`config.mk`:
```
export PLATFORM = sky130hd
export DESIGN_NAME = tcm_enc_4d_8psk
export DESIGN_NICKNAME = d
export VERILOG_FILES = /design/src/rtl/tcm_enc_4d_8psk_pkg.sv /design/src/rtl/tcm_enc_4d_8psk_conv.sv /design/src/rtl/tcm_enc_4d_8psk.sv
export SDC_FILE = /design/constraint.sdc
export NUM_CORES = 1
export LEC_CHECK = 0
export CAP_MARGIN = 20
export CORE_MARGIN = 10
export CORE_UTILIZATION = 35
export DETAILED_ROUTE_END_ITERATION = 12
export PLACE_DENSITY = 0.58
export SKIP_CTS_REPAIR_TIMING = 1
export SLEW_MARGIN = 20
export SYNTH_ARGS = -nofsm -noshare
export SYNTH_HDL_FRONTEND = slang
export SYNTH_SLANG_ARGS = --single-unit
```
`constraint.sdc`:
```
create_clock -name iclk -period 2.8 [get_ports iclk]
set_input_delay 0.56 -clock iclk [delete_from_list [all_inputs] [get_ports iclk]]
set_output_delay 0.56 -clock iclk [all_outputs]
set_load 0.02 [all_outputs]
```
`src/rtl/tcm_enc_4d_8psk_pkg.sv`:
```
// Shared types, default parity-check polynomials and the 4D-8PSK mapper for tcm_enc_4d_8psk.
package tcm_enc_types;

  typedef logic [2:0]       symb_idx_t;
  typedef logic [3:0][2:0]  symb4_t;

  typedef enum logic {ST_IDLE, ST_RUN} state_t;

  localparam logic [6:0] cH0 = 7'o103;
  localparam logic [6:0] cH1 = 7'o030;
  localparam logic [6:0] cH2 = 7'o066;

  // Row j is coded bit j = {p, w0..w10}; column k is the contribution to z_k.
  localparam symb_idx_t cGEN [12][4] = '{
    '{3'd1, 3'd1, 3'd1, 3'd1},
    '{3'd0, 3'd2, 3'd0, 3'd2},
    '{3'd0, 3'd0, 3'd2, 3'd2},
    '{3'd0, 3'd0, 3'd0, 3'd2},
    '{3'd2, 3'd2, 3'd2, 3'd2},
    '{3'd0, 3'd0, 3'd0, 3'd4},
    '{3'd0, 3'd0, 3'd4, 3'd0},
    '{3'd0, 3'd4, 3'd0, 3'd0},
    '{3'd4, 3'd0, 3'd0, 3'd0},
    '{3'd0, 3'd1, 3'd0, 3'd1},
    '{3'd0, 3'd0, 3'd1, 3'd1},
    '{3'd0, 3'd0, 3'd0, 3'd1}
  };

  function automatic logic [3:0] code_width(input logic [1:0] code);
    return 4'd8 + {2'b00, code};
  endfunction

  function automatic logic [10:0] info_mask(input logic [1:0] code);
    logic [10:0] m;
    case (code)
      2'd0:    m = 11'h0FF;
      2'd1:    m = 11'h1FF;
      2'd2:    m = 11'h3FF;
      default: m = 11'h7FF;
    endcase
    return m;
  endfunction

  function automatic symb4_t map4d(input logic [11:0] c);
    symb4_t z;
    z = '0;
    for (int unsigned j = 0; j < 12; j++) begin
      for (int unsigned k = 0; k < 4; k++) begin
        if (c[j]) z[k] = z[k] + cGEN[j][k];
      end
    end
    return z;
  endfunction

endpackage

```
`src/rtl/tcm_enc_4d_8psk_conv.sv`:
```
// 64-state systematic feedback rate-2/3 convolutional encoder: state register, parity and next state.
module tcm_enc_conv
  import tcm_enc_types::*;
#(
  parameter logic [6:0] pH0 = cH0,
  parameter logic [6:0] pH1 = cH1,
  parameter logic [6:0] pH2 = cH2
) (
  input  logic iclk,
  input  logic ireset,
  input  logic iclr,
  input  logic iupd,
  input  logic ix1,
  input  logic ix2,
  output logic op
);

  logic [5:0] s_q;
  logic [5:0] s_d;
  logic [5:0] s_cur;

  // A clear applies to the word being encoded, not just the next one.
  assign s_cur = iclr ? '0 : s_q;
  assign op    = s_cur[5];

  always_comb begin
    s_d = s_q;
    if (iupd) begin
      s_d = {s_cur[4:0], 1'b0}
          ^ ({6{ix1}} & pH1[5:0])
          ^ ({6{ix2}} & pH2[5:0])
          ^ ({6{op}}  & pH0[5:0]);
    end
  end

  always_ff @(posedge iclk or posedge ireset) begin
    if (ireset) s_q <= '0;
    else        s_q <= s_d;
  end

endmodule

```
`src/rtl/tcm_enc_4d_8psk.sv`:
```
// 4D-8PSK TCM encoder/mapper with sop/eop framing and valid/ready output register.
// Optional 180-degree differential rotation of the top uncoded bit: define TCM_ENC_DIFF_EN.
module tcm_enc_4d_8psk
  import tcm_enc_types::*;
#(
  parameter logic [6:0]  pH0    = cH0,
  parameter logic [6:0]  pH1    = cH1,
  parameter logic [6:0]  pH2    = cH2,
  parameter int unsigned pLEN_W = 16
) (
  input  logic              iclk,
  input  logic              ireset,
  input  logic              iclkena,
  input  logic [1:0]        icode,
  input  logic [pLEN_W-1:0] ilen,
  input  logic              ival,
  input  logic              isop,
  input  logic [10:0]       idat,
  output logic              ordy,
  input  logic              iordy,
  output logic              oval,
  output logic              osop,
  output logic              oeop,
  output logic [3:0][2:0]   osymb,
  output logic              oerr
);

  state_t            state_q, state_d;
  logic [pLEN_W-1:0] len_q, len_d;
  logic [pLEN_W-1:0] cnt_q, cnt_d;
  logic              oval_q, oval_d;
  logic              osop_q, osop_d;
  logic              oeop_q, oeop_d;
  logic              oerr_q, oerr_d;
  symb4_t            osymb_q, osymb_d;

  logic              accept;
  logic [10:0]       w;
  logic              p;
  symb4_t            mapped;
  symb4_t            symb_w;
  logic [pLEN_W-1:0] len_eff;
  logic [pLEN_W-1:0] cnt_inc;

  assign ordy    = ~oval_q | iordy;
  assign accept  = iclkena & ival & ordy;
  assign w       = idat & info_mask(icode);
  assign len_eff = (ilen == '0) ? pLEN_W'(1) : ilen;
  assign cnt_inc = cnt_q + pLEN_W'(1);

  tcm_enc_conv #(
    .pH0 (pH0),
    .pH1 (pH1),
    .pH2 (pH2)
  ) u_conv (
    .iclk   (iclk),
    .ireset (ireset),
    .iclr   (isop),
    .iupd   (accept),
    .ix1    (w[0]),
    .ix2    (w[1]),
    .op     (p)
  );

  assign mapped = map4d({w, p});

`ifdef TCM_ENC_DIFF_EN
  symb_idx_t phi_q, phi_d;
  symb_idx_t phi_cur;
  logic      u;

  assign phi_cur = isop ? '0 : phi_q;
  assign u       = w[code_width(icode) - 4'd1];

  always_comb begin
    phi_d = phi_q;
    if (accept) phi_d = phi_cur + {u, 2'b00};
    for (int unsigned k = 0; k < 4; k++) begin
      symb_w[k] = mapped[k] + phi_cur;
    end
  end

  always_ff @(posedge iclk or posedge ireset) begin
    if (ireset)       phi_q <= '0;
    else if (iclkena) phi_q <= phi_d;
  end
`else
  assign symb_w = mapped;
`endif

  always_comb begin
    state_d = state_q;
    len_d   = len_q;
    cnt_d   = cnt_q;
    oval_d  = oval_q;
    osop_d  = osop_q;
    oeop_d  = oeop_q;
    oerr_d  = 1'b0;
    osymb_d = osymb_q;
    if (accept) begin
      oval_d  = 1'b1;
      osymb_d = symb_w;
      if (isop) begin
        // A sop in RUN is flagged but otherwise restarts the frame like in IDLE.
        len_d   = len_eff;
        cnt_d   = pLEN_W'(1);
        osop_d  = 1'b1;
        oerr_d  = (state_q == ST_RUN);
        oeop_d  = (len_eff == pLEN_W'(1));
        state_d = oeop_d ? ST_IDLE : ST_RUN;
      end else if (state_q == ST_IDLE) begin
        osop_d  = 1'b0;
        oeop_d  = 1'b0;
        oerr_d  = 1'b1;
      end else begin
        cnt_d   = cnt_inc;
        osop_d  = 1'b0;
        oeop_d  = (cnt_inc == len_q);
        state_d = oeop_d ? ST_IDLE : ST_RUN;
      end
    end else if (iordy) begin
      oval_d = 1'b0;
    end
  end

  always_ff @(posedge iclk or posedge ireset) begin
    if (ireset) begin
      state_q <= ST_IDLE;
      len_q   <= '0;
      cnt_q   <= '0;
      oval_q  <= 1'b0;
      osop_q  <= 1'b0;
      oeop_q  <= 1'b0;
      oerr_q  <= 1'b0;
      osymb_q <= '0;
    end else if (iclkena) begin
      state_q <= state_d;
      len_q   <= len_d;
      cnt_q   <= cnt_d;
      oval_q  <= oval_d;
      osop_q  <= osop_d;
      oeop_q  <= oeop_d;
      oerr_q  <= oerr_d;
      osymb_q <= osymb_d;
    end
  end

  assign oval  = oval_q;
  assign osop  = osop_q;
  assign oeop  = oeop_q;
  assign oerr  = oerr_q;
  assign osymb = osymb_q;

endmodule

```
Word level (Yosys, flattened, before mapping):

Index checks and enable logic that the tools add are counted.

* flip-flop bits (word level): 55
* bits in latches: 0
* RAM bits: 0
* ROM bits: 0
* bits of input ports: 35
* output and inout port bits: 17
* logic and storage cells: 82
* memories: 0

* $add $sub $neg: 15
* $mul: 0
* div/mod/pow operators: 0
* magnitude comparators: 0
* equality and inequality tests: 4
* shifts and indexed selects: 0
* mux-type cells: 35
* bitwise gates (word level): 8
* reduce and logical (&&, ||, !) cells: 8

Operator list (number)
* $mux W3: 17
* $mux W16: 3
* $pmux W11 S3: 1
* $add A16 B1 Y16 const B: 1
* $eq A16 B1 Y1 const B: 1
* $eq A16 B16 Y1: 1
* $logic_not A16 Y1: 1
* $add A3 B1 Y3 const B: 5
* $add A3 B2 Y3 const B: 5
* $mux W1: 13
* $add A3 B3 Y3 const B: 4
* $and A11 B11 Y11: 1
* $mux W6: 1
* $reduce_and A3 Y1: 2
* $xor A6 B2 Y6: 1
* $xor A6 B5 Y6: 1
* $xor A6 B6 Y6: 1
* $reduce_and A2 Y1: 2
* $reduce_bool A2 Y1: 2
* $and A1 B1 Y1: 2
* $eq A2 B1 Y1 const B: 1
* $eq A2 B2 Y1 const B: 1
* $logic_not A2 Y1: 1
* $not A1 Y1: 1
* $or A1 B1 Y1: 1

Longest topological paths before layout:

Gate-level depths: netlist (run 1).

* depth in word-level cells: 18
* gate-level depth with buffers: 14
* depth with buffers taken out: 14

Modules after synthesis:

A second synthesis (run 1) with hierarchy kept.

* cells, all modules: 359
* area total of the unflattened synthesis: 3347.0 um2

By module, submodules not included
* tcm_enc_4d_8psk: times used 1, cells an instance 328, area each 3031.7 um2, seq. area each 1226.2 um2
* tcm_enc_conv: times used 1, cells an instance 31, area each 315.3 um2, seq. area each 150.1 um2

Worst setup path before layout (run 1):

No wires, ideal clock.

* kind: in2reg
* from: input idat[1]
* to: register osymb_q, in the netlist osymb[11]
* library setup time: 0.133 ns
* arrival time: 2.986 ns
* data required time: 2.667 ns
* slack: -0.319 ns
* stages: 14
* buffers on the path: 0
* path through: inv_1 > ha_1 > xor2_1 > xor2_1 > ha_1 > mux2_2 > ha_1 > mux2_2 > ha_1 > nand2_1 > xnor2_1 > xnor2_1 > xnor2_1 > o21ai_0

* word-level cells in the longest chain between the ends: 14

Ends and longest elaborated chain
* start, declared: RTL line tcm_enc_4d_8psk.sv:18 `input logic [10:0] idat,`
* $and A11 B11 Y11 (*): RTL line tcm_enc_4d_8psk.sv:47 `assign w = idat & info_mask(icode);`
* $mux W3 (*): RTL line tcm_enc_4d_8psk_pkg.sv:49 `if (c[j]) z[k] = z[k] + cGEN[j][k];`
* $add A3 B2 Y3: RTL line tcm_enc_4d_8psk_pkg.sv:49
* $mux W3 (*): RTL line tcm_enc_4d_8psk_pkg.sv:49
* $add A3 B2 Y3: RTL line tcm_enc_4d_8psk_pkg.sv:49
* $mux W3 (*): RTL line tcm_enc_4d_8psk_pkg.sv:49
* $add A3 B3 Y3: RTL line tcm_enc_4d_8psk_pkg.sv:49
* $mux W3 (*): RTL line tcm_enc_4d_8psk_pkg.sv:49
* $add A3 B1 Y3: RTL line tcm_enc_4d_8psk_pkg.sv:49
* $mux W3 (*): RTL line tcm_enc_4d_8psk_pkg.sv:49
* $add A3 B1 Y3: RTL line tcm_enc_4d_8psk_pkg.sv:49
* $mux W3 (*): RTL line tcm_enc_4d_8psk_pkg.sv:49
* $add A3 B1 Y3: RTL line tcm_enc_4d_8psk_pkg.sv:49
* $mux W3 (*): RTL line tcm_enc_4d_8psk_pkg.sv:49
* end signal, assigned: RTL line tcm_enc_4d_8psk.sv:144 `osymb_q <= osymb_d;`
* end, declared: RTL line tcm_enc_4d_8psk.sv:35 `symb4_t osymb_q, osymb_d;`

Every way passes the cells marked *; elsewhere a longest branch is shown, timed or not.
A chain may end at the register's enable or synchronous reset.

Worst setup path in the final report (run 1):

* from: input idat[0]
* to: register osymb_q, in the netlist osymb[11]

* word-level cells in the longest chain between the ends: 16

Ends and longest elaborated chain (RTL line)
* $and A11 B11 Y11 (*): tcm_enc_4d_8psk.sv:47
* $mux W3 (*): tcm_enc_4d_8psk_pkg.sv:49
* $add A3 B2 Y3: tcm_enc_4d_8psk_pkg.sv:49
* $mux W3 (*): tcm_enc_4d_8psk_pkg.sv:49
* $add A3 B2 Y3: tcm_enc_4d_8psk_pkg.sv:49
* $mux W3 (*): tcm_enc_4d_8psk_pkg.sv:49
* $add A3 B2 Y3: tcm_enc_4d_8psk_pkg.sv:49
* $mux W3 (*): tcm_enc_4d_8psk_pkg.sv:49
* $add A3 B3 Y3: tcm_enc_4d_8psk_pkg.sv:49
* $mux W3 (*): tcm_enc_4d_8psk_pkg.sv:49
* $add A3 B1 Y3: tcm_enc_4d_8psk_pkg.sv:49
* $mux W3 (*): tcm_enc_4d_8psk_pkg.sv:49
* $add A3 B1 Y3: tcm_enc_4d_8psk_pkg.sv:49
* $mux W3 (*): tcm_enc_4d_8psk_pkg.sv:49
* $add A3 B1 Y3: tcm_enc_4d_8psk_pkg.sv:49
* $mux W3 (*): tcm_enc_4d_8psk_pkg.sv:49

Marked as above.

==> results_dict.tcl, run 1 <==
set metrics [dict create \
    outcome "finished, violations left" \
    violations "negative setup slack" \
    area_growth_pct 28.74 \
    start_util_pct 35.61 \
    fin_crit_sh_pct 100.7 \
    drt-initial-drc-count 139 \
    slowest_delay_ns 0.29 \
    fp-row-count 35 \
    slew_viol_final 0 \
    dpl_worst_slack_ns -1.022 \
    path_class "primary input to flop" \
    synthXorXnorAreaFrac_pct 11.73 \
    path_common_cell "ha_4" \
    met1_usage_pct 15.41 \
    path_cells "buf_6 > inv_4 > ha_4 > xor2_4 > xor2_2 > ha_1 > mux2_4 > ha_4 > mux2_4 > ha_4 > nand2_4 > xnor2_2 > xnor2_1 > xnor2_1 > o21ai_1" \
    hp-start "u_conv.s_q[1]" \
    synth_adder_area_share_pct 4.203 \
    wirelength_mm 8.303 \
    synth.distinct_cells 48 \
    crit_slowest_cell "mux2_4" \
    firstDrtPassIters 5 \
    hpwlAfterDp_mm 6.278 \
    synth_nets 389 \
    grtUsageMet3_pct 3.595 \
    synth-simple-area-share_pct 18.07 \
    grt_pass1_vias 2787 \
    cts_made_buffers 5 \
    power_density_nw_per_um2 568.1 \
    placed_cells 506 \
    vias_per_cell 5.128 \
    syn_avg_cell_area_um2 9.546 \
    busiest_layer "met2" \
    crit_arrival_ns 3.01 \
    drcViolationCount 0 \
    max-vdd-ir-drop_v 0.0002432 \
    fin_cells 516 \
    rrSetupSlack_ns 0.33 \
    critPathLaunchType "primary input" \
    fmax_mhz 354.6 \
    grt_pass1_wl_mm 13.73 \
    cp-end-kind "flop" \
    diodes 0 \
    die_h_um 116.7 \
    r2r_cells 7 \
    power_uw 2395 \
    synth-seq-cells 55 \
    muxShareOfSynthArea_pct 3.248 \
    synth_top_area_share_pct 42.03 \
    synth_compound_area_share_pct 16.20 \
    max-slew-margin-rel_pct 51.74 \
    io_buffer_count 51 \
    synth_async_sr_flop_share_pct 100.0 \
    drive_gt1_share_pct 14.57 \
    design.core.area_um2 9196 \
    synth_top_family_by_area "simple AND/OR/NAND/NOR gates" \
    yosys.area.top_type "dfrtp_1" \
    dpl_cell_area_um2 4050 \
    r2r-end "state_q" \
    fp.dieArea_um2 13620 \
    required_ns 2.99 \
    worstPathBufferInverterCount 2 \
    worstHoldPathCells 2 \
    cts_buffer_depth 2 \
    tightest_slew_ns 0.7240 \
    drv_cap 0 \
    clk_latency_ns 0.31 \
    fin_ws_ns -0.02010 \
    finClkSkew_ns 0.006558 \
    crit_path_max_fanout 2 \
    clock-sinks 55 \
    reg2reg_from "cnt_q[0]" \
    crit_start "idat[0]" \
    period_needed_ns 2.820 \
    synth_cells 343 \
    ant_nets 0 \
    yosys-top-cells-area "dfrtp_1 (42%), xnor2_1 (7.0%), nand2_1 (5.6%)" \
    min_path_type "flop to flop" \
    place.gp.congestion 0.8059 \
    syn_area_um2 3274 \
    yosysWarnings 0 \
    grt_usage_pct 12.43 \
    final_cell_mix "dfrtp_1 (55), nand2_1 (48), clkdlybuf4s50_1 (47), o21ai_0 (35), xnor2_1 (25)" \
    clk_pin_slew_worst_paths_ns 0.10 \
    num_io_pins 52 \
    grt.overflow.total 0 \
    layout.cells.most_common "dfrtp_1" \
    wl_per_cell_um 16.09 \
    whs_endpoint "u_conv.s_q[1]" \
    hold_viol_final 0 \
    num_vias 2646 \
    ys_seq_area_share_pct 42.03 \
    rsz0062_at_grt "true" \
    synth-main-ff-cell "dfrtp_1" \
    cts.htree.levels 2 \
    cpLargestDelayFamily "adder cells" \
    clk_root_buffer_cell "clkbuf_8" \
    fin_nets 450 \
    final-setup-viol-count 1 \
    cts_tree "yes" \
    antenna_found_initial 0 \
    p_leak_uw 0.001826 \
    stdcell_area_um2 4215 \
    grt_max_degree 56 \
    synth_edf_count 0 \
    die_width_um 116.7 \
    use_met2_pct 21.03 \
]
## layout make-up
type,instances,area [um^2]
repair buffers,75,706.9
clock inverters,1,7.507
clock buffers,7,96.34
multi-input cells,258,1841
well taps,111,138.9
fillers,893,4981
flip-flops and latches,55,1376
inverters,9,48.80
## worst max-delay path by stage
stage / endpoint / cells after the start
after floorplan: osymb[11] / 14
after detailed placement: osymb[11] / 15
final: osymb[11] / 15
after CTS: osymb[11] / 15
after global routing: osymb[11] / 15
after global placement: osymb[11] / 15
## synth_stat cells (2+ instances only)
cell       count
nor4_1         5
xor2_1        16
nand4_1        4
mux2_2         5
and3_4         2
nor2_1        14
dfrtp_1       55
nand2b_1       2
and3_1         4
a21oi_1        4
and4_1         2
mux2i_1        5
clkbuf_1      12
xnor2_1       26
buf_2          4
nand3_1        9
nor2b_1        7
a22o_1        14
a31oi_1        4
inv_1          9
nor3_1         4
a31o_1         2
o41ai_1        2
o21a_1         2
o311a_1        2
nand2_1       49
o21ai_0       36
buf_4          2
ha_1          11
nand3b_1       2
o2111ai_1      2
o31ai_1        8
buf_6          3
## per-layer routing
| metal | up-vias | share of wire, % |
|---|---|---|
| met3 | 4 | 5.3 |
| met2 | 52 | 50 |
| met1 | 1255 | 45 |
| met5 | - | 0 |
| met4 | 0 | 0.45 |
| li1 | 1335 | - |
## flip-flops by register name, summed over array words and instances (netlist names)
register / count
cnt_q: 16
len_q: 16
oeop: 1
oerr: 1
osop: 1
osymb: 12
oval: 1
state_q: 1
u_conv.s_q: 6
## cell families after synthesis
logic type                 count (synthesis)
buffers and inverters                     30
adders and majority gates                 11
DFF                                       55
xor gates and xnor gates                  43
muxes                                     10
and+or+nand+nor                          114
AOI/OAI and AO/OA                         80
## worst reg2reg max path, cell delays in order, from the launching register on
cell,delay (ns)
dfrtp_1,0.48
ha_1,0.29
and3_4,0.28
nand3_4,0.10
o31ai_2,0.28
o2111ai_1,0.14
or4_1,0.55
a31o_1,0.25
## stage by stage
stage	setup TNS, ns	util, %	hold slack, ns
2_1_floorplan	-0.2193	-	0.4422
3_3_place_gp	-1.608	44.04	0.4525
3_5_place_dp	-1.788	44.04	0.4611
4_1_cts	-1.088	45.17	0.4855
5_1_grt	-0.1116	45.84	0.5131
6_report	-0.02010	45.84	0.4802
## report_power, final
group          switching [uW]  internal [uW]
registers                 125            932
logic                     411            438
clock network             263            226
total                     799           1600
Note: power is estimated with default switching activity, not from simulation.
==> inputs of run 2 (changes only) <==
--- a/config.mk
+++ b/config.mk
@@ -7,9 +7,10 @@
 export LEC_CHECK = 0
 export CAP_MARGIN = 20
 export CORE_MARGIN = 10
-export CORE_UTILIZATION = 35
+export CORE_UTILIZATION = 39
 export DETAILED_ROUTE_END_ITERATION = 12
-export PLACE_DENSITY = 0.58
+export PLACE_DENSITY = 0.63
+export SETUP_SLACK_MARGIN = 0.2
 export SKIP_CTS_REPAIR_TIMING = 1
 export SLEW_MARGIN = 20
 export SYNTH_ARGS = -nofsm -noshare
==> constraint.sdc (replaced) <==
create_clock -name iclk -period 3.3 [get_ports iclk]
set_input_delay 0.66 -clock iclk [delete_from_list [all_inputs] [get_ports iclk]]
set_output_delay 0.66 -clock iclk [all_outputs]
set_load 0.02 [all_outputs]
==> results_dict.tcl, run 2 (synthesized netlist as in run 1, its figures left out) <==
set metrics [dict create \
    top_layer_used "met4" \
    fmax_mhz 334.4 \
    path_common_cell "ha_4" \
    vias_per_cell 5.210 \
    dpl_worst_slack_ns -0.6167 \
    place.gp.congestion 0.8405 \
    clock-sinks 55 \
    fp-row-count 33 \
    area_growth_pct 26.44 \
    die_width_um 111.6 \
    hpwlAfterDp_mm 6.351 \
    wirelength_mm 8.154 \
    tns_ns 0 \
    cts_made_buffers 5 \
    period_needed_ns 2.990 \
    p_leak_uw 0.001781 \
    die_h_um 111.6 \
    cts.htree.levels 2 \
    crit_arrival_ns 3.18 \
    diodes 0 \
    power_density_nw_per_um2 478.0 \
    wl_met2_mm 4.037 \
    grt_max_degree 35 \
    hold_viol_final 0 \
    drt-met1-wl_mm 3.569 \
    grt_pass1_vias 2780 \
    clk_root_buffer_cell "clkbuf_8" \
    outcome "finished, final reports clean" \
    slowest_delay_ns 0.29 \
    ant_nets 0 \
    fin_crit_sh_pct 90.61 \
    finClkSkew_ns 0.008168 \
    grt_usage_pct 12.95 \
    path_cells "clkbuf_2 > inv_2 > ha_4 > xor2_4 > xor2_2 > ha_1 > mux2_4 > ha_4 > mux2_4 > ha_4 > nand2_4 > xnor2_2 > xnor2_1 > xnor2_1 > o21ai_1" \
    cts_tree "yes" \
    num_vias 2631 \
    stdcell_area_um2 4140 \
    num_io_pins 52 \
    antenna_found_initial 0 \
    drt-initial-drc-count 53 \
    slew_viol_final 0 \
    design.core.area_um2 8175 \
    max-vdd-ir-drop_v 0.0002192 \
    drcViolationCount 0 \
    crit_path_max_fanout 2 \
    io_buffer_count 51 \
    routed-wl-met3_um 406 \
    wl_per_cell_um 16.15 \
    clk_latency_ns 0.31 \
    hold_ws_ns 0.4833 \
    firstDrtPassIters 4 \
    dpl_cell_area_um2 4018 \
    fin_cells 505 \
    path_class "primary input to flop" \
    rsz0062_at_grt "false" \
    final-setup-viol-count 0 \
    cp-end-kind "flop" \
    cts_buffer_depth 2 \
    final_cell_mix "dfrtp_1 (55), nand2_1 (48), clkdlybuf4s50_1 (48), o21ai_0 (35), xnor2_1 (25)" \
    max-slew-margin-rel_pct 58.69 \
    critPathLaunchType "primary input" \
    placed_cells 495 \
    required_ns 3.49 \
    drv_cap 0 \
    min_path_type "flop to flop" \
    crit_slowest_cell "mux2_4" \
    layout.cells.most_common "dfrtp_1" \
    fp.dieArea_um2 12460 \
    tightest_slew_ns 0.6187 \
    grt.overflow.total 0 \
    grt_pass1_wl_mm 13.75 \
    start_util_pct 40.05 \
    fin_nets 445 \
    clk_pin_slew_worst_paths_ns 0.10 \
    drive_gt1_share_pct 13.00 \
    fin_ws_ns 0.3099 \
]
run 2: cell count changes in the layout (fill, tap and decap cells not counted):
| cell | delta |
|---|---|
| clkbuf_8 | -2 |
| clkbuf_1 | +1 |
| inv_4 | -1 |
| clkinv_2 | +1 |
| inv_2 | +1 |
| buf_4 | -6 |
| a21oi_1 | +1 |
| dlymetal6s2s_1 | -1 |
| a21oi_2 | -1 |
| clkbuf_2 | +1 |
| clkdlybuf4s50_1 | +1 |
run 2: report_power, final:
group	total (uW)	leakage (uW)	internal, uW	switching [uW]
combinational	706	0.00105	366	340
clock	371	0.0000412	149	221
sequential	903	0.000695	791	112
run 2: worst paths after layout:
check	cells after the start	slack, ns	startpoint	end
setup / recovery	15	0.31	idat[0]	osymb[11]
hold / removal	2	0.48	u_conv.s_q[3]	u_conv.s_q[3]
setup reg to reg	6	0.76	cnt_q[3]	state_q
hold reg to reg	2	0.48	u_conv.s_q[3]	u_conv.s_q[3]
max in group asynchronous	3	1.98	ireset	cnt_q[1]
min in group asynchronous	2	0.75	ireset	len_q[8]
run 2: metrics by stage:
step / total power [uW] / utilization (%)
2_1_floorplan: 1367 / -
3_3_place_gp: 1595 / 49.14
3_5_place_dp: 1615 / 49.14
4_1_cts: 1996 / 50.18
5_1_grt: 2122 / 50.64
6_report: 1979 / 50.64
run 2: routing by layer:
metal / up-vias / GRT usage [%]
met5: - / 0
li1: 1317 / -
met3: 8 / 3.596
met2: 51 / 22.26
met1: 1255 / 15.28
met4: 0 / 3.856
run 2: area by class of cell:
| class | count | area (um^2) |
|---|---|---|
| fill | 782 | 4035 |
| clock buffer | 6 | 72.57 |
| multi-input combinational | 258 | 1837 |
| sequential | 55 | 1376 |
| tap | 105 | 131.4 |
| inverter | 9 | 46.29 |
| timing repair buffer | 70 | 664.4 |
| clock inverter | 2 | 12.51 |
run 2: worst max-delay path, delay by kind of cell:
family | cells | cell delay [ns]
fa+ha+maj | 4 | 0.91
compound gates | 1 | 0.07
buf+inv | 2 | 0.14
mux | 2 | 0.57
xor+xnor | 5 | 0.76
simple gates | 1 | 0.06
==> inputs of run 3 (changes only) <==
--- a/config.mk
+++ b/config.mk
@@ -7,9 +7,9 @@
 export LEC_CHECK = 0
 export CAP_MARGIN = 20
 export CORE_MARGIN = 10
-export CORE_UTILIZATION = 39
+export CORE_UTILIZATION = 40
 export DETAILED_ROUTE_END_ITERATION = 12
-export PLACE_DENSITY = 0.63
+export PLACE_DENSITY = 0.64
 export SETUP_SLACK_MARGIN = 0.2
 export SKIP_CTS_REPAIR_TIMING = 1
 export SLEW_MARGIN = 20
==> results_dict.tcl, run 3 (synthesized netlist as in run 1, its figures left out) <==
set metrics [dict create \
    hpwlAfterDp_mm 6.369 \
    p_int_uw 1311 \
    p_leak_uw 0.001776 \
    die_width_um 110.5 \
    met1_usage_pct 17.49 \
    cts_made_buffers 5 \
    clkPwrFrac_pct 19.6 \
    worstHoldPathCells 2 \
    r2r_cells 6 \
    grt_pass1_vias 2680 \
    cts_buffer_depth 2 \
    ant_nets 0 \
    clk_latency_ns 0.31 \
    start_util_pct 41.73 \
    place.gp.congestion 0.8143 \
    use_met2_pct 20.23 \
    grtUsageMet3_pct 3.782 \
    layout.cells.most_common "dfrtp_1" \
    cts_tree "yes" \
    path_cells "buf_2 > inv_2 > ha_4 > xor2_2 > xor2_1 > ha_1 > mux2_4 > ha_4 > mux2_4 > ha_4 > nand2_4 > xnor2_2 > xnor2_1 > xnor2_1 > o21ai_1" \
    wl_per_cell_um 16.70 \
    outcome "finished, final reports clean" \
    busiest_layer "met2" \
    path_common_cell "ha_4" \
    slew_viol_final 0 \
    p_switching_uw 695.1 \
    num_io_pins 52 \
    crit_slowest_cell "mux2_4" \
    switching_share_pct 34.65 \
    grt_usage_pct 13.11 \
    final_cell_mix "dfrtp_1 (55), nand2_1 (48), clkdlybuf4s50_1 (48), o21ai_0 (35), xnor2_1 (25)" \
    num_vias 2671 \
    grt_pass1_wl_mm 13.74 \
    fin_nets 444 \
    slowest_delay_ns 0.29 \
    worstPathBufferInverterCount 2 \
    drv_cap 0 \
    firstDrtPassIters 4 \
    fp-row-count 32 \
    pwr-share-comb_pct 35.2 \
    antenna_found_initial 0 \
    crit_arrival_ns 3.23 \
    final-setup-viol-count 0 \
    fmax_mhz 329.0 \
    cp-end-kind "flop" \
    wirelength_mm 8.367 \
    io_buffer_count 51 \
    max-vdd-ir-drop_v 0.0002410 \
    grt.overflow.total 0 \
    required_ns 3.49 \
    drt-initial-drc-count 129 \
    hold_viol_final 0 \
    vias_per_cell 5.331 \
    cpLargestDelayFamily "adder cells" \
    fin_ws_ns 0.2601 \
    cp.depth 15 \
    clk_root_buffer_cell "clkbuf_8" \
    area_growth_pct 25.45 \
    tns_ns 0 \
    finClkSkew_ns 0.01016 \
    min_path_type "flop to flop" \
    die_h_um 110.5 \
    tightest_slew_ns 0.9147 \
    crit_path_max_fanout 2 \
    rsz0062_at_grt "false" \
    cts.htree.levels 2 \
    fp.dieArea_um2 12200 \
    fin_crit_sh_pct 92.12 \
    drcViolationCount 0 \
    clk_pin_slew_worst_paths_ns 0.10 \
    critPathLaunchType "primary input" \
    power_density_nw_per_um2 488.4 \
    path_class "primary input to flop" \
    seq_power_share_pct 45.3 \
    drive_gt1_share_pct 12.78 \
    period_needed_ns 3.040 \
    diodes 0 \
    design.core.area_um2 7848 \
    clock-sinks 55 \
    grt_max_degree 56 \
    max-slew-margin-rel_pct 39.02 \
    dpl_worst_slack_ns -0.6380 \
]
run 3: through the flow:
step | utilization, % | instance area, um^2 | total power, uW | hold slack (ns) | cells
after floorplan | - | 3349 | 1367 | 0.4422 | 343
after global placement | 50.89 | 3994 | 1591 | 0.4552 | 491
after detailed placement | 50.89 | 3994 | 1620 | 0.4623 | 491
after CTS | 52.10 | 4089 | 2022 | 0.4860 | 499
after global routing | 52.34 | 4108 | 2139 | 0.5083 | 501
final | 52.34 | 4108 | 2006 | 0.4821 | 501
run 3: path summary, 6_finish.rpt:
check / from / end / slack [ns]
worst max-delay path: idat[0] / osymb[11] / 0.26
worst min-delay path: u_conv.s_q[1] / u_conv.s_q[1] / 0.48
worst max register to register: cnt_q[3] / state_q / 0.64
worst min register to register: u_conv.s_q[1] / u_conv.s_q[1] / 0.48
max in group asynchronous: ireset / oerr / 1.98
min in group asynchronous: ireset / u_conv.s_q[4] / 0.86
run 3: cell type report:
| type | instances | area (um^2) |
|---|---|---|
| clock buffers | 5 | 68.82 |
| clock inverters | 3 | 26.28 |
| fillers | 761 | 3740 |
| inverters | 9 | 46.29 |
| multi-input cells | 258 | 1818 |
| flip-flops and latches | 55 | 1376 |
| well taps | 102 | 127.6 |
| repair buffers | 69 | 644.4 |
run 3: per-layer routing:
metal	vias up	part of all wire (%)
met3	10	5.4
li1	1322	-
met2	64	47
met1	1275	47
met4	0	1.2
met5	-	0
run 3: power groups by stage:
| stage | Combinational (uW) | Clock [uW] | Sequential, uW |
|---|---|---|---|
| global placement | 674 | 0 | 917 |
| CTS | 704 | 409 | 908 |
| global route | 776 | 437 | 927 |
| finish | 706 | 392 | 908 |
| detailed placement | 700 | 0 | 920 |
| floorplan | 447 | 0 | 920 |
run 3: worst reg2reg max path: stages, from the launching register on:
cell and delay, ns:
dfrtp_1 0.53, nand4_1 0.27, nor4_1 0.66, xnor2_1 0.21, o2111ai_1 0.14, or4_1 0.49
a31o_1 0.25
